File: config.mk
export PLATFORM = sky130hd
export DESIGN_NAME = regfile_write_port
export DESIGN_NICKNAME = d
export VERILOG_FILES = /design/src/rtl/regfile_pkg.sv /design/src/rtl/regfile_write_decoder.sv /design/src/rtl/regfile_write_port.sv
export SDC_FILE = /design/constraint.sdc
export NUM_CORES = 1
export LEC_CHECK = 0
export ABC_AREA = 1
export ABC_CLOCK_PERIOD_IN_PS = 2650
export CAP_MARGIN = 40
export CORE_MARGIN = 2
export CORE_UTILIZATION = 25
export DETAILED_ROUTE_END_ITERATION = 7
export PLACE_DENSITY = 0.46
export SLEW_MARGIN = 10
export SYNTH_ARGS = -nofsm -noshare
export SYNTH_HDL_FRONTEND = slang
export SYNTH_SLANG_ARGS = --single-unit
File: constraint.sdc
create_clock -name clock -period 2.65 [get_ports clock]
set_clock_uncertainty 0.15 [all_clocks]
set_input_delay 0.3975 -clock clock [delete_from_list [all_inputs] [get_ports clock]]
set_output_delay 0.3975 -clock clock [all_outputs]
set_load 0.01 [all_outputs]
File: src/rtl/regfile_pkg.sv
// Shared definitions for the register-file write side: register count,
// address width, the hardwired-zero register index and a one-hot helper.
package regfile_pkg;

    localparam int NUM_REGS = 32;
    localparam int ADDR_W   = 5;

    typedef logic [ADDR_W-1:0] reg_addr_t;

    localparam reg_addr_t ZERO_REG = 5'd31;

    // One-hot image of a register address (bit k set for address k).
    function automatic logic [NUM_REGS-1:0] addr_onehot(input reg_addr_t addr);
        logic [NUM_REGS-1:0] one_s;
        one_s = {{(NUM_REGS-1){1'b0}}, 1'b1};
        return one_s << addr;
    endfunction

endpackage

File: src/rtl/regfile_write_decoder.sv
// 5-to-32 one-hot load-enable decoder for the register array.
// Purely combinational; all outputs low when en is low.
module write_decoder
    import regfile_pkg::*;
(
    input  reg_addr_t             addr,
    input  logic                  en,
    output logic [NUM_REGS-1:0]   load_en
);

    // Decode the drained address into a single load enable.
    always_comb begin
        load_en = {NUM_REGS{1'b0}};
        if (en) begin
            load_en = addr_onehot(addr);
        end else begin
            load_en = {NUM_REGS{1'b0}};
        end
    end

endmodule

File: src/rtl/regfile_write_port.sv
// Write side of the 32-entry register file. Write-back requests are taken
// over a valid/ready handshake into a small FIFO and drained one per cycle
// (unless hold is asserted) through the one-hot decoder into the array.
// The pending mask flags registers targeted by any still-buffered entry.
//
// Optional feature: define REGFILE_ZERO_REG_EN to hardwire register 31 to
// zero. Writes to it are still buffered and drained in order, but never load.
module regfile_write_port
    import regfile_pkg::*;
#(
    parameter int n     = 8,
    parameter int DEPTH = 4
) (
    input  logic                        clock,
    input  logic                        reset_n,
    input  logic                        wr_valid,
    output logic                        wr_ready,
    input  logic [ADDR_W-1:0]           wr_addr,
    input  logic [n-1:0]                wr_data,
    input  logic                        hold,
    output logic [NUM_REGS*n-1:0]       regs,
    output logic [NUM_REGS-1:0]         pending,
    output logic [$clog2(DEPTH):0]      count
);

    localparam int PTR_W = $clog2(DEPTH);

    typedef struct packed {
        reg_addr_t      addr;
        logic [n-1:0]   data;
    } wr_req_t;

    localparam logic [PTR_W-1:0] PTR_ONE  = PTR_W'(1'b1);
    localparam logic [PTR_W:0]   CNT_ONE  = (PTR_W+1)'(1'b1);
    localparam logic [PTR_W:0]   CNT_ZERO = (PTR_W+1)'(1'b0);
    localparam logic [PTR_W:0]   FULL_CNT = (PTR_W+1)'(DEPTH);

`ifdef REGFILE_ZERO_REG_EN
    localparam logic [NUM_REGS-1:0] WRITABLE_MASK = ~addr_onehot(ZERO_REG);
`else
    localparam logic [NUM_REGS-1:0] WRITABLE_MASK = {NUM_REGS{1'b1}};
`endif

    wr_req_t                fifo_r [DEPTH];
    logic [PTR_W-1:0]       head_r;
    logic [PTR_W-1:0]       tail_r;
    logic [PTR_W:0]         count_r;
    logic                   ready_r;
    logic [n-1:0]           regs_r [NUM_REGS];

    logic                   push_s;
    logic                   pop_s;
    logic [PTR_W:0]         count_next_s;
    wr_req_t                head_req_s;
    logic [NUM_REGS-1:0]    load_en_s;
    logic [NUM_REGS-1:0]    load_mask_s;
    logic [NUM_REGS-1:0]    pending_s;

    assign head_req_s  = fifo_r[head_r];
    assign load_mask_s = load_en_s & WRITABLE_MASK;

    // Handshake qualification and next occupancy; push and pop together keep count.
    always_comb begin
        push_s       = 1'b0;
        pop_s        = 1'b0;
        count_next_s = count_r;
        push_s = wr_valid && ready_r;
        if (count_r != CNT_ZERO) begin
            pop_s = !hold;
        end else begin
            pop_s = 1'b0;
        end
        case ({push_s, pop_s})
            2'b10:   count_next_s = count_r + CNT_ONE;
            2'b01:   count_next_s = count_r - CNT_ONE;
            default: count_next_s = count_r;
        endcase
    end

    // FIFO storage, wrapping pointers, occupancy and registered ready.
    always_ff @(posedge clock or negedge reset_n) begin
        if (!reset_n) begin
            for (int i = 0; i < DEPTH; i++) begin
                fifo_r[i] <= '{addr: 5'd0, data: {n{1'b0}}};
            end
            head_r  <= {PTR_W{1'b0}};
            tail_r  <= {PTR_W{1'b0}};
            count_r <= CNT_ZERO;
            ready_r <= 1'b1;
        end else begin
            if (push_s) begin
                fifo_r[tail_r].addr <= wr_addr;
                fifo_r[tail_r].data <= wr_data;
                tail_r              <= tail_r + PTR_ONE;
            end
            if (pop_s) begin
                head_r <= head_r + PTR_ONE;
            end
            count_r <= count_next_s;
            ready_r <= (count_next_s != FULL_CNT);
        end
    end

    write_decoder u_write_decoder (
        .addr    (head_req_s.addr),
        .en      (pop_s),
        .load_en (load_en_s)
    );

    // Register array: load the head data into the decoded register on drain.
    always_ff @(posedge clock or negedge reset_n) begin
        if (!reset_n) begin
            for (int k = 0; k < NUM_REGS; k++) begin
                regs_r[k] <= {n{1'b0}};
            end
        end else begin
            for (int k = 0; k < NUM_REGS; k++) begin
                if (load_mask_s[k]) begin
                    regs_r[k] <= head_req_s.data;
                end
            end
        end
    end

    // Pending mask rebuilt from every occupied FIFO slot (offset from head < count).
    always_comb begin
        logic [PTR_W-1:0] offset_v;
        pending_s = {NUM_REGS{1'b0}};
        offset_v  = {PTR_W{1'b0}};
        for (int i = 0; i < DEPTH; i++) begin
            offset_v = i[PTR_W-1:0] - head_r;
            if ({1'b0, offset_v} < count_r) begin
                pending_s = pending_s | addr_onehot(fifo_r[i].addr);
            end else begin
                pending_s = pending_s;
            end
        end
        pending_s = pending_s & WRITABLE_MASK;
    end

    for (genvar k = 0; k < NUM_REGS; k++) begin : g_flat
        assign regs[k*n +: n] = regs_r[k];
    end

    assign pending  = pending_s;
    assign count    = count_r;
    assign wr_ready = ready_r;

endmodule

==> key figures <==
Status
  • Status: finished with violations
  • Failing checks: setup timing

Synth
  • Asr flop ratio synth: 1.00
  • Compound-gate portion of the synthesized area: 0.0350
  • Largest family of logic cells by synthesized area: simple AND/OR/NAND/NOR gates
  • Post-Synth Adder-Cell Area: 0.00889
  • Synth Area in Simple Gates: 0.365
  • Ys Warns: 0
  • Ys flop type: dfrtp_1
  • Synth Cell Area: 14900 µm²
  • Synthesis-stage register bit count: 316
  • Post-synth EDFFs: 0
  • Syn Nets: 1860
  • Syn Area/Cell: 8.14 µm²
  • Seq/Total Area, Yosys: 0.530
  • Post-synthesis mux area share: 0
  • Post-Synth XOR/XNOR Area: 0.00235
  • Instance count of the mapped netlist: 1833
  • Synth cell types: 30

Setup path
  • WP data required: 2.10 ns
  • CP Launch Type: register
  • CP Launch Point: head_r[1]
  • CP Max Fanout: 6
  • Reg-to-reg critical path endpoint: regs[131]
  • Crit. End Element: output port
  • RR Startpoint: head_r[0]
  • CP endpoint: pending[29]
  • FF-to-FF setup slack: -0.05 ns
  • Worst endpoint data arrival time: 2.46 ns
  • Type of the worst setup path: reg -> out
  • Reg2reg path depth: 21

Global routing
  • Global-route wire length before repair: 98300 µm
  • Vias in the first global route: 14900
  • Global Route Usage Sum: 0.212
  • Initial antenna violation count: 2
  • Remaining Overflow, GRT: 0
  • Largest net degree at the start of global routing: 72

Clocking
  • Clk Latency, worst-skew pair: 0.54 ns
  • Clock Tree Root: clkbuf_16
  • Clock Path Buffers: 3
  • CTS tree: done
  • Total CTS buffers: 37
  • Clock sinks: 316
  • Reg clk slew, reported paths: 0.06 ns
  • H-tree depth: 2

Die
  • Initial core utilization: 0.253
  • Die Area: 61600 µm²
  • Die Span Y: 248 µm
  • I/O pins: 309
  • Core ar.: 59000 µm²
  • Num rows: 89
  • Die width: 248 µm

Place
  • Placed Cells: 2916
  • PortBufs: 308
  • Worst slack, placed: -0.391 ns
  • Post-DP HPWL: 42100 µm
  • Placer Congestion: 0.855

Routing
  • Pre-antenna DRT Iters: 6
  • Met2 Wirelength: 31200 µm
  • Metal-1 WL: 28400 µm
  • Final WL: 65900 µm
  • DR DRC count: 0
  • Initial drt markers: 1184
  • Post-DR vias/cell: 4.98
  • Antenna Nets Post-Route: 0
  • Met3 WL post-DR: 4800 µm
  • Top sig layer: met5
  • Total number of vias: 15200
  • Post-DR wirelength/cell: 21.6 µm

Pwr
  • Worst VDD drop: 911 µV
  • Lkg Pwr: 10.8 nW
  • Pwr dens: 1490 nW/µm²

Finish
  • Most frequent cells in the layout: nand2_1 (704), dfrtp_1 (314), nand4_1 (292)
  • Share of layout cells above drive strength 1: 0.187
  • Antenna diodes: 0
  • Nets: 2280
  • Fill cell count: 5954
  • Most common cell after layout, fill and taps aside: nand2_1
  • Layout area overhead: 51.0%
  • Non-Filler Instances: 3047

Min path
  • HP Class: in -> async

STA
  • Final period util: 1.14
  • Worst-Margin Slew: 0.862 ns
  • Fin. Hold Viols: 0
  • # setup viols final: 38
  • Setup TNS: -8.76 ns
  • Final worst path period need: 3.01 ns
  • RSZ-0062 raised after global routing: true
  • Final setup margin: -0.359 ns
  • Max-slew headroom: 0.424
  • Max Freq: 332 MHz
  • Max-slew violation count: 0

Job
  • MaxCap Viol Count: 0
==> through the flow <==
step / hold slack [ns] / power (mW) / utilization / cell area, µm²
after floorplan: -0.0481 / 15.5 / - / 14900
after global placement: 0.299 / 24.8 / 0.333 / 19700
after detailed placement: 0.290 / 25.1 / 0.334 / 19700
after CTS: 0.304 / 33.3 / 0.376 / 22200
after global routing: 0.337 / 35.6 / 0.382 / 22500
final: 0.306 / 33.7 / 0.382 / 22500
==> critical path, cell delays in order (launching register included) <==
cell and delay [ns]:
dfrtp_1 0.43, inv_2 0.12, nand2_4 0.07, nand2_4 0.09
inv_4 0.04, ha_4 0.27, nand3_4 0.07, o21ai_4 0.13
nor2_4 0.08, buf_6 0.15, buf_6 0.13, a21oi_4 0.14
nand2_2 0.08, buf_6 0.13
==> power by group <==
group          switching, mW  leakage [nW]  internal (mW)
sequential              1.41          4.21           6.50
clock                   2.11         0.604           3.21
combinational           12.5          5.97           7.99
total                   16.0          10.8           17.7
==> synth_stat cells (9+ instances only) <==
library cell	count	area share
nand2_1	732	0.18
dfrtp_1	315	0.53
nand4_1	292	0.12
buf_2	77	0.026
nor2_1	71	0.018
nand3_1	68	0.023
o21ai_0	59	0.020
clkbuf_1	57	0.014
inv_1	55	0.014
a21oi_1	26	0.0087
nor4_1	14	0.0059
ha_1	9	0.0076
==> per-layer routing <==
| layer | GRT usage | vias to the layer above |
|---|---|---|
| li1 | - | 7079 |
| met5 | 0 | - |
| met4 | 0.0543 | 4 |
| met1 | 0.284 | 7469 |
| met2 | 0.347 | 533 |
| met3 | 0.0457 | 92 |
==> kinds of logic after synthesis <==
group	after synthesis
fa+ha+maj	10
simple gates	1200
buf+inv	204
flops	316
compound gates	99
xor+xnor	4
==> flip-flops by register name, indices dropped and copies added, names as in the netlist <==
register / cells
wr_ready: 1
tail_r: 2
fifo_r: 52
count: 3
regs: 256
head_r: 2
==> layout make-up <==
cell class                      count  area [µm²]  share of cell area
Clock buffer                       47        1020              0.0454
Inverter                           64         253              0.0112
Tap cell                          773         967              0.0429
Sequential cell                   316        7910               0.351
Clock inverter                     13         208             0.00922
Timing Repair Buffer              517        5410               0.240
Multi-Input combinational cell   1317        6750               0.300
==> worst min-delay path by stage <==
| stage | startpoint | to | cells after the start |
|---|---|---|---|
| finish | reset_n | regs[243] | 2 |
| floorplan | reset_n | count[0] | 0 |
| detailed placement | reset_n | regs[176] | 1 |
| global route | regs[116] | regs[116] | 2 |
| global placement | reset_n | regs[176] | 1 |
| CTS | reset_n | regs[240] | 2 |
==> repair_timing <==
action                                 CTS  global route
resized for setup                      278            59
buffers inserted                        51            11
gates cloned                            19             0
setup endpoints to repair              161           279
hold buffers                             1             0
pin swaps                              113            48
endpoints found under the hold margin   61             0
Power figures use the tool's default switching activity.
